==> config.mk <==
export PLATFORM = sky130hd
export DESIGN_NAME = m_tx_framer
export DESIGN_NICKNAME = d
export VERILOG_FILES = /design/src/rtl/m_tx_framer.sv
export SDC_FILE = /design/constraint.sdc
export NUM_CORES = 1
export LEC_CHECK = 0
export BUFFER_PORTS_ARGS = -buffer_cell sky130_fd_sc_hd__buf_2
export CAP_MARGIN = 5
export CORE_MARGIN = 3
export CORE_UTILIZATION = 55
export CTS_CLUSTER_DIAMETER = 30
export DETAILED_ROUTE_END_ITERATION = 8
export PLACE_DENSITY = 0.76
export SLEW_MARGIN = 40
export SYNTH_ARGS = -nofsm -noshare
export SYNTH_HDL_FRONTEND = slang
export SYNTH_SLANG_ARGS = --single-unit
==> constraint.sdc <==
create_clock -name i_clk -period 7.7 [get_ports i_clk]
set_input_delay 1.155 -clock i_clk [delete_from_list [all_inputs] [get_ports i_clk]]
set_output_delay 1.155 -clock i_clk [all_outputs]
set_load 0.1 [all_outputs]
==> src/rtl/m_tx_framer.sv <==
// Byte-framing FIFO that releases only complete frames to the serializer.
// Optional CRC-8 trailer byte per frame when TX_FRAMER_CRC_EN is defined.
//
// state  | meaning
// IDLE   | no frame being sent; waits for frames_count != 0
// SEND   | presenting head byte, popping on valid & ready
// CRC    | presenting CRC trailer byte (only with TX_FRAMER_CRC_EN)
module m_tx_framer #(
  parameter int ADDR_W = 4
) (
  input  logic              i_clk,
  input  logic              i_rst,
  input  logic [7:0]        i_data,
  input  logic              i_data_we,
  input  logic              i_frame_end,
  input  logic              i_flush,
  output logic [ADDR_W:0]   o_data_count,
  output logic [7:0]        o_frames_count,
  output logic [7:0]        o_status,
  output logic [7:0]        o_tx_data,
  output logic              o_tx_valid,
  output logic              o_tx_last,
  input  logic              i_tx_ready
);

  localparam int DEPTH = 1 << ADDR_W;
  localparam logic [ADDR_W:0]   CNT_FULL = DEPTH;
  localparam logic [ADDR_W:0]   CNT_ONE  = 1;
  localparam logic [ADDR_W-1:0] PTR_ONE  = 1;

  localparam logic [1:0] S_IDLE = 2'd0;
  localparam logic [1:0] S_SEND = 2'd1;
`ifdef TX_FRAMER_CRC_EN
  localparam logic [1:0] S_CRC  = 2'd2;
`endif

  logic [1:0]        state_q, state_d;
  logic [ADDR_W-1:0] wr_ptr_q, wr_ptr_d;
  logic [ADDR_W-1:0] rd_ptr_q, rd_ptr_d;
  logic [ADDR_W:0]   count_q, count_d;
  logic [7:0]        frames_q, frames_d;
  logic              ovf_q, ovf_d;
  logic [8:0]        mem_q [DEPTH];

  logic [8:0] head;
  logic       full;
  logic       wr_en;
  logic       pop;
  logic       pop_end;
  logic       commit;

`ifdef TX_FRAMER_CRC_EN
  logic [7:0] crc_q, crc_d;

  function automatic logic [7:0] crc8_step(input logic [7:0] crc, input logic [7:0] data);
    logic [7:0] c;
    c = crc ^ data;
    for (int i = 0; i < 8; i++) begin
      c = c[7] ? ({c[6:0], 1'b0} ^ 8'h07) : {c[6:0], 1'b0};
    end
    return c;
  endfunction
`endif

  assign head = mem_q[rd_ptr_q];
  assign full = (count_q == CNT_FULL);

  always_comb begin
    wr_en    = i_data_we && !full && !i_flush;
    pop      = (state_q == S_SEND) && i_tx_ready && !i_flush;
    pop_end  = pop && head[8];
    commit   = wr_en && i_frame_end;

    state_d  = state_q;
    wr_ptr_d = wr_en ? wr_ptr_q + PTR_ONE : wr_ptr_q;
    rd_ptr_d = pop   ? rd_ptr_q + PTR_ONE : rd_ptr_q;
    count_d  = count_q;
    if (wr_en && !pop)      count_d = count_q + CNT_ONE;
    else if (pop && !wr_en) count_d = count_q - CNT_ONE;

    // Saturated counter holds at 255 even when a final pop coincides with a commit.
    frames_d = frames_q;
    if (commit && !pop_end && frames_q != 8'hFF) frames_d = frames_q + 8'd1;
    else if (pop_end && !commit)                 frames_d = frames_q - 8'd1;

    ovf_d = ovf_q || (i_data_we && full);

    case (state_q)
      S_IDLE: if (frames_q != 8'd0) state_d = S_SEND;
      S_SEND: begin
        if (pop_end) begin
`ifdef TX_FRAMER_CRC_EN
          state_d = S_CRC;
`else
          state_d = S_IDLE;
`endif
        end
      end
`ifdef TX_FRAMER_CRC_EN
      S_CRC:  if (i_tx_ready) state_d = S_IDLE;
`endif
      default: state_d = S_IDLE;
    endcase

`ifdef TX_FRAMER_CRC_EN
    crc_d = pop ? crc8_step(crc_q, head[7:0]) : crc_q;
    if (state_d == S_IDLE) crc_d = 8'h00;
`endif

    if (i_flush) begin
      state_d  = S_IDLE;
      wr_ptr_d = '0;
      rd_ptr_d = '0;
      count_d  = '0;
      frames_d = 8'd0;
      ovf_d    = 1'b0;
`ifdef TX_FRAMER_CRC_EN
      crc_d    = 8'h00;
`endif
    end
  end

  always_ff @(posedge i_clk) begin
    if (i_rst) begin
      state_q  <= S_IDLE;
      wr_ptr_q <= '0;
      rd_ptr_q <= '0;
      count_q  <= '0;
      frames_q <= 8'd0;
      ovf_q    <= 1'b0;
`ifdef TX_FRAMER_CRC_EN
      crc_q    <= 8'h00;
`endif
    end else begin
      state_q  <= state_d;
      wr_ptr_q <= wr_ptr_d;
      rd_ptr_q <= rd_ptr_d;
      count_q  <= count_d;
      frames_q <= frames_d;
      ovf_q    <= ovf_d;
`ifdef TX_FRAMER_CRC_EN
      crc_q    <= crc_d;
`endif
    end
  end

  always_ff @(posedge i_clk) begin
    if (wr_en) mem_q[wr_ptr_q] <= {i_frame_end, i_data};
  end

  always_comb begin
    o_tx_valid = (state_q != S_IDLE);
    o_tx_data  = 8'h00;
    o_tx_last  = 1'b0;
    if (state_q == S_SEND) begin
      o_tx_data = head[7:0];
`ifndef TX_FRAMER_CRC_EN
      o_tx_last = head[8];
`endif
    end
`ifdef TX_FRAMER_CRC_EN
    if (state_q == S_CRC) begin
      o_tx_data = crc_q;
      o_tx_last = 1'b1;
    end
`endif
  end

  assign o_data_count   = count_q;
  assign o_frames_count = frames_q;
  assign o_status       = {3'b000, (frames_q != 8'd0), (state_q != S_IDLE), ovf_q, full,
                           (count_q == '0)};

endmodule

==> out/results.ini, run 1 <==
[status]
status=finished, final reports clean

[placed_design]
place_hpwl_um=8620
gp_congestion=0.840
dp_cells=616
io_buffer_count=41

[timing]
fin_crit_sh=0.543
fmax_mhz=239
hold_violations=0
setup_viol=0
relSlewSlack=0.519
timing.final.crit_period_ns=4.18
worst_pin_slew_ns=0.721
skew_ns=0.00903
final.setup.tns_ns=0
final_max_slew_viol_count=0
rsz0062_at_grt=false

[clock_tree]
post-cts-setup-buffers=0
clockBufferDepth=2
cts-root-buf=clkbuf_16
cts_tree=yes
htree_levels=4
numCtsBuffers=17
clock_latency_ns=0.42
cts_hold_buf=0
clock-sinks=171
clk_pin_slew_worst_paths_ns=0.06
cts_resized=0

[detailed_routing]
ant_nets=0
first_iter_violations=308
drc=0
dr.pass1.iters=5
wirelength_um=14400
vias=3823
drt-wirelength-per-cell_um=22.2
viasPerCell=5.91

[critical_path]
cp_common_cell=mux2i_1
end_kind=flop
start_kind=flop
path_class=reg -> reg
cp_cell_sequence=buf_4 -> mux4_2 -> mux2i_1 -> mux2i_1 -> a21oi_4 -> inv_2 -> ha_1 -> a21oi_1 -> o211ai_1 -> o41ai_1 -> mux2i_4 -> mux2i_1
crit_fanout=35
path_buf_inv=2
critical-path-top-delay-family=multiplexers
arrival_ns=4.52
cp_slowest_cell=mux4_2
slowest_delay_ns=0.60
crit_required_ns=8.04

[die]
boundaryPins=45
die_y_um=120
die-area_um2=14400
fp-row-count=41
core_area_um2=12700
fp.dieW_um=120
start_util=0.565

[layout]
synthToLayoutAreaGrowth_pct=13.1
fin_cells=647
layout-drive-gt1-share=0.284
n_antenna_cell=0
nets=494
fill_cells=865
final_cell_mix=edfxtp_1, buf_2, mux4_2, nor2_1, dfxtp_1
layout.cells.most_common=edfxtp_1

[logic_synthesis]
post_synth_inst_count=415
ys.flop_type=edfxtp_1
synth-edff-count=144
async_flop_share=0
avgSynthCellArea_um2=17.2
synth-seq-cells=171
ys_seq_area_frac=0.680
syn_area_um2=7150
synth_cell_types=42
yosysWarnings=0

[global_routing]
first_global_vias=3840
grtUsageTotal=0.213
grt_max_degree=36
overflow=0
grt_first_pass_wirelength_um=22500
antenna_found_initial=0

[pwr]
p_leak_nw=2.74
p_per_area_nw_per_um2=241
power_mw=1.95
vdd_drop_max_v=0.000203

[hold_path]
hp-class=reg -> reg

[job]
max-cap-violations=0

==> tightest hold or removal path: cells and delay by family, from the launching register on <==
kind | cells | cell delay, ns
simple gates | 1 | 0.07
flops | 1 | 0.33
compound gates | 1 | 0.04
==> power breakdown <==
part | leakage [nW] | total, mW | internal, mW | switching (mW)
combinational | 0.941 | 0.129 | 0.0317 | 0.0973
clock | 0.278 | 0.809 | 0.451 | 0.358
sequential | 1.52 | 1.01 | 1.01 | 0.00599
==> sequential cells by signal, indices dropped and copies added, names as in the netlist, named ones only <==
signal and count:
o_frames_count 8, mem_q 144, ovf_q 1, wr_ptr_q 4, state_q 1, o_data_count 5
rd_ptr_q 4
==> logic make-up (layout without fill, tap and decap cells) <==
family                   count (synthesis)  count (layout)  synth area share
AO/OA/AOI/OAI                           37              37            0.0320
multiplexers                            51              51             0.153
flip-flops                             171             171             0.680
adder cells (fa/ha/maj)                 17              17            0.0318
XOR/XNOR                                13              13            0.0159
other                                    1               3          0.000524
AND/OR/NAND/NOR                         89              89            0.0595
buffers and inverters                   36              94            0.0268
==> per-layer routing <==
metal  track usage  share of wire  vias to the layer above
met5             0              0                        -
li1              -              -                     1712
met2         0.354           0.52                      151
met3        0.0476          0.071                       18
met1         0.281           0.40                     1942
met4        0.0694          0.017                        0
==> cell type report <==
cell class | instances | area, um^2 | share of cell area
Sequential cell | 171 | 4870 | 0.601
Inverter | 12 | 45.0 | 0.00557
Clock inverter | 14 | 135 | 0.0167
Clock buffer | 17 | 425 | 0.0526
Timing Repair Buffer | 51 | 280 | 0.0346
Tap cell | 172 | 215 | 0.0266
Multi-Input combinational cell | 210 | 2120 | 0.263
==> worst paths after layout <==
kind                            cells past startpoint  startpoint  slack [ns]                 to
worst max-delay path                               12        flop        3.52  o_frames_count[7]
worst min register to register                      2       ovf_q        0.47              ovf_q
worst min-delay path                                2       ovf_q        0.47              ovf_q
worst max register to register                     12        flop        3.52  o_frames_count[7]
==> cells in the mapped netlist (2+ instances only) <==
cell,number,share of area
fa_1,2,0.0056
nor2_1,35,0.018
nand2_1,13,0.0068
a21o_1,2,0.0021
clkbuf_1,11,0.0058
inv_1,11,0.0058
mux4_1,5,0.018
a21oi_1,14,0.0098
dfxtp_1,27,0.076
nand2b_1,2,0.0017
nand3_1,6,0.0042
and2_1,9,0.0079
o21ai_0,11,0.0077
mux4_2,39,0.12
xor2_1,7,0.0086
or3_1,4,0.0035
ha_1,15,0.026
nor2b_1,2,0.0017
buf_2,3,0.0021
edfxtp_1,144,0.60
buf_6,4,0.0063
o21bai_1,3,0.0031
nor4_1,2,0.0017
mux2i_1,5,0.0070
nand4_1,6,0.0052
nor3_1,7,0.0049
xnor2_1,6,0.0073
buf_4,6,0.0063
==> through the flow <==
step | utilization | setup slack [ns] | hold WS (ns) | cell area (um^2)
6_report | 0.639 | 3.52 | 0.470 | 8090
5_1_grt | 0.639 | 3.25 | 0.528 | 8090
4_1_cts | 0.639 | 3.43 | 0.473 | 8090
3_5_place_dp | 0.594 | 3.48 | 0.458 | 7530
3_3_place_gp | 0.593 | 3.67 | 0.445 | 7510
2_1_floorplan | - | 3.93 | 0.438 | 7160
No activity file was read; power rests on OpenSTA's default activity.
==> run 2, diff against run 1 <==
Settings changed: ABC_AREA set to 1, CORE_UTILIZATION 55 to 54, PLACE_DENSITY 0.76 to 0.78.
Clock period 7.7 ns to 3.7 ns, I/O delays scaled along.
==> out/results.ini, run 2 <==
[status]
status=finished, final reports clean

[timing]
final_max_slew_viol_count=0
final.setup.tns_ns=0
setup_slack_ns=0.324
fmax_mhz=296
relSlewSlack=0.534
skew_ns=0.0104
rsz0062_at_grt=false
worst_pin_slew_ns=0.698
timing.final.crit_period_ns=3.38
setup_viol=0
fin_crit_sh=0.912
hold_violations=0

[layout]
layout.cells.most_common=edfxtp_1
multiInputGateArea_um2=2150
n_antenna_cell=0
nets=693
layout-drive-gt1-share=0.182
largest_register_ffs=144
max_flop_register=mem_q
seq_area_um2=4870
final_cell_mix=edfxtp_1, nor2_1, o21ai_0, nand2_1, buf_2
fill_cells=986
fin_util=0.638
synthToLayoutAreaGrowth_pct=12.4

[detailed_routing]
ant_nets=0
vias=5011
dr.pass1.iters=5
first_iter_violations=513
wirelength_um=16300
viasPerCell=5.92
drc=0
drt-wirelength-per-cell_um=19.2

[global_routing]
grtUsageTotal=0.227
antenna_found_initial=0
grt_max_degree=73
grt_first_pass_wirelength_um=25200
first_global_vias=4869
overflow=0

[logic_synthesis]
synth_top_cell_by_area=edfxtp_1
synth-edff-count=144
synth-seq-cells=171
post_synth_inst_count=622
synth_area_leaders=edfxtp_1, dfxtp_1, nor2_1, o21ai_0, ha_1
ys_seq_area_frac=0.663
syn_area_um2=7330
async_flop_share=0
yosysWarnings=0
avgSynthCellArea_um2=11.8
netlist.area_leader.share=0.590
synth.most_common_cell=edfxtp_1
synth_cell_types=40
synth_common_cells=edfxtp_1, nor2_1, o21ai_0
ys.flop_type=edfxtp_1

[job]
max-cap-violations=0

[pwr]
vdd_drop_max_v=0.000320
p_per_area_nw_per_um2=497
power_mw=4.10
p_leak_nw=2.98

[critical_path]
crit_required_ns=3.14
cp_cell_sequence=buf_4 -> o21ai_0 -> o221ai_1 -> o211ai_1 -> a21oi_1 -> buf_2
end_kind=output pin
critical-path-top-delay-family=buffers and inverters
arrival_ns=2.82
path_class=reg -> out
start_kind=flop
path_buf_inv=2
slowest_delay_ns=0.54
crit_fanout=60
cp_slowest_cell=buf_4

[placed_design]
place_hpwl_um=9780
dp_slack_ns=0.720
gp_congestion=0.855
io_buffer_count=41

[die]
die_y_um=123
fp.dieW_um=123
core_area_um2=12900
fp-row-count=41
boundaryPins=45
die-area_um2=15000
start_util=0.567

[hold_path]
hp-class=in -> reg

[clock_tree]
cts-root-buf=clkbuf_16
clock_latency_ns=0.44
cts_hold_buf=0
clock-sinks=171
clk_pin_slew_worst_paths_ns=0.07
htree_levels=4
clockBufferDepth=2
numCtsBuffers=17
cts_resized=0
post-cts-setup-buffers=0
cts_tree=yes

-- run 2: through the flow --
step	cells	hold slack, ns	cell area (um^2)
after floorplan	624	0.438	7340
after global placement	815	0.453	7660
after detailed placement	815	0.484	7680
after CTS	847	0.397	8250
after global routing	847	0.440	8250
final	847	0.407	8250
-- run 2: area by class of cell --
| class | instances | area share |
|---|---|---|
| timing repair buffer | 54 | 0.0367 |
| inverter | 37 | 0.0171 |
| tap | 172 | 0.0261 |
| sequential | 171 | 0.590 |
| clock buffer | 18 | 0.0520 |
| multi-input combinational | 381 | 0.261 |
| clock inverter | 14 | 0.0165 |
-- run 2: worst register-to-register path, cell delays in order, from the launching register on --
cell and delay (ns):
dfxtp_2 0.41, inv_4 0.54, nand2_1 0.12, nand3_1 0.10, nand3_1 0.11, nand3_2 0.14, nand2_4 0.08, nand2_4 0.07
nand2_4 0.10, ha_1 0.37, a21oi_1 0.20, nand2_1 0.07, nand2_1 0.08, nand2_1 0.06, a21oi_1 0.17, xor2_1 0.20
a21oi_2 0.07
-- run 2: final timing paths --
path                            end  cells past startpoint  slack, ns            start
hold / removal                ovf_q                      3       0.41        i_data_we
setup reg to reg  o_frames_count[6]                     16       0.69             flop
setup / recovery       o_tx_data[4]                      6       0.32             flop
hold reg to reg     o_data_count[0]                      1       0.50  o_data_count[0]
-- run 2: kinds of logic (layout without fill, tap and decap cells) --
kind of cell / Yosys count / count (layout) / synth area share
compound gates: 165 / 165 / 0.135
xor+xnor: 6 / 6 / 0.00716
fa+ha+maj: 17 / 17 / 0.0310
buf+inv: 72 / 123 / 0.0464
flops: 171 / 171 / 0.663
other cells: 1 / 3 / 0.000511
simple gates: 190 / 190 / 0.117
-- run 2: layer usage --
metal  vias to the layer above  wire, um  track usage
met5                         -         0            0
met4                         0       325       0.0826
met3                        30      1340       0.0613
met2                       244      7800        0.366
met1                      2411      6810        0.299
li1                       2326         -            -
-- run 2: power breakdown --
group	switching (mW)	internal, mW
clock network	0.762	0.941
registers	0.0114	2.10
logic	0.227	0.0590
total	1.00	3.10
==> run 3, diff against run 2 <==
Settings changed: ABC_AREA 1 to not set.
==> out/results.ini, run 3 (same netlist as run 1, synthesis figures left out) <==
[critical_path]
arrival_ns=3.87
end_kind=flop
crit_required_ns=4.06
crit_fanout=14
cp_slowest_cell=dfxtp_1
path_class=reg -> reg
cp_cell_sequence=buf_4 -> mux4_2 -> mux2i_1 -> mux2i_1 -> a21oi_4 -> inv_2 -> ha_1 -> a21oi_1 -> o211ai_1 -> o41ai_2 -> mux2i_4 -> mux2i_1
slowest_delay_ns=0.40
cp_common_cell=mux2i_1
start_kind=flop

[layout]
layout-drive-gt1-share=0.288
largest_register_ffs=144
layout.cells.most_common=edfxtp_1
n_antenna_cell=0
multiInputGateArea_um2=2110
synthToLayoutAreaGrowth_pct=14.7
nets=507
max_flop_register=mem_q
fill_cells=852
fin_util=0.642
final_cell_mix=edfxtp_1, buf_2, mux4_2, nor2_1, dfxtp_1
seq_area_um2=4870
design_area_um2=8210

[detailed_routing]
drc=0
drt-wirelength-per-cell_um=21.7
first_iter_violations=365
viasPerCell=5.82
vias=3844
ant_nets=0
dr.pass1.iters=7
wirelength_um=14400

[clock_tree]
cts_tree=yes
clockBufferDepth=2
clk_pin_slew_worst_paths_ns=0.06
clock-sinks=171
cts-root-buf=clkbuf_16
clock_latency_ns=0.43
numCtsBuffers=17
post-cts-setup-buffers=0
htree_levels=4

[die]
fp.dieW_um=121
die_y_um=121
fp-row-count=41
die-area_um2=14700
core_area_um2=12800
start_util=0.560
boundaryPins=45

[status]
status=finished, final reports clean

[timing]
setup_viol=0
fin_crit_sh=0.950
skew_ns=0.00620
worst_pin_slew_ns=0.702
final_max_slew_viol_count=0
final.setup.tns_ns=0
fmax_mhz=285
hold_violations=0
rsz0062_at_grt=false
timing.final.crit_period_ns=3.51
relSlewSlack=0.531

[placed_design]
gp_congestion=0.807
io_buffer_count=41
placed_cell_area_um2=7610
place_hpwl_um=8700

[pwr]
p_leak_nw=2.83
p_per_area_nw_per_um2=505
vdd_drop_max_v=0.000328

[global_routing]
top_usage_layer=met2
first_global_vias=3837
grtUsageTotal=0.208
antenna_found_initial=0
grt_max_degree=34
overflow=0
use_met1=0.275
use_met3=0.0573
use_met2=0.333
grt_first_pass_wirelength_um=22000

[hold_path]
hp-class=in -> reg

[job]
max-cap-violations=0

run 3: cell types whose count changed in the layout (fill, tap and decap cells not counted), moves of 11 or more:
cell / previous run / this run
nor2_1: 97 / 35
o21ai_0: 70 / 11
mux4_2: 0 / 39
nand2_1: 41 / 13
inv_1: 31 / 11
o221ai_1: 20 / 0
a21oi_1: 29 / 14
nand3_1: 20 / 6
o22ai_1: 12 / 0
o211ai_1: 12 / 1
run 3: power breakdown:
| part | internal [mW] | switching (mW) | leakage (nW) |
|---|---|---|---|
| clock | 1.01 | 0.751 | 0.293 |
| combinational | 0.0679 | 0.206 | 1.02 |
| sequential | 2.10 | 0.00947 | 1.52 |
run 3: worst max-delay path: cells and delay by family (launching register included):
family | cells | cell delay [ns]
DFF | 1 | 0.40
adders and majority gates | 1 | 0.32
AOI/OAI and AO/OA | 4 | 1.07
muxes | 5 | 1.27
buffers and inverters | 2 | 0.38
run 3: worst paths after layout:
kind	endpoint	slack [ns]	depth (start not counted)	from
worst max-delay path	o_frames_count[7]	0.19	12	flop
worst min-delay path	ovf_q	0.38	3	i_data_we
worst max register to register	o_frames_count[7]	0.19	12	flop
worst min register to register	ovf_q	0.48	2	ovf_q
run 3: metal layers:
metal,part of all wire,routed length [um],up-vias
met2,0.50,7170,152
met1,0.40,5770,1916
met5,0,0,-
met3,0.075,1080,26
met4,0.024,338,0
li1,-,-,1750
run 3: what timing repair did:
action | 4_1_cts | 5_1_grt
endpoints found under the setup margin | 0 | 1
hold buffers | 0 | 0
resized for setup | 0 | 1
run 3: cell type report:
cell class / count / share of cell area
sequential: 171 / 0.593
multi-input combinational: 210 / 0.257
clock buffer: 18 / 0.0523
timing repair buffer: 64 / 0.0461
tap: 172 / 0.0262
clock inverter: 14 / 0.0195
inverter: 12 / 0.00549
run 3: per-stage QoR:
step | std cells | worst slack, ns | total power [mW] | hold WS, ns
after CTS | 661 | 0.0977 | 4.17 | 0.370
final | 661 | 0.186 | 4.15 | 0.384
after detailed placement | 629 | 0.134 | 2.42 | 0.467
after global routing | 661 | 0.0261 | 4.27 | 0.436
after global placement | 629 | 0.277 | 2.41 | 0.442
after floorplan | 417 | 0.0621 | 2.36 | 0.438
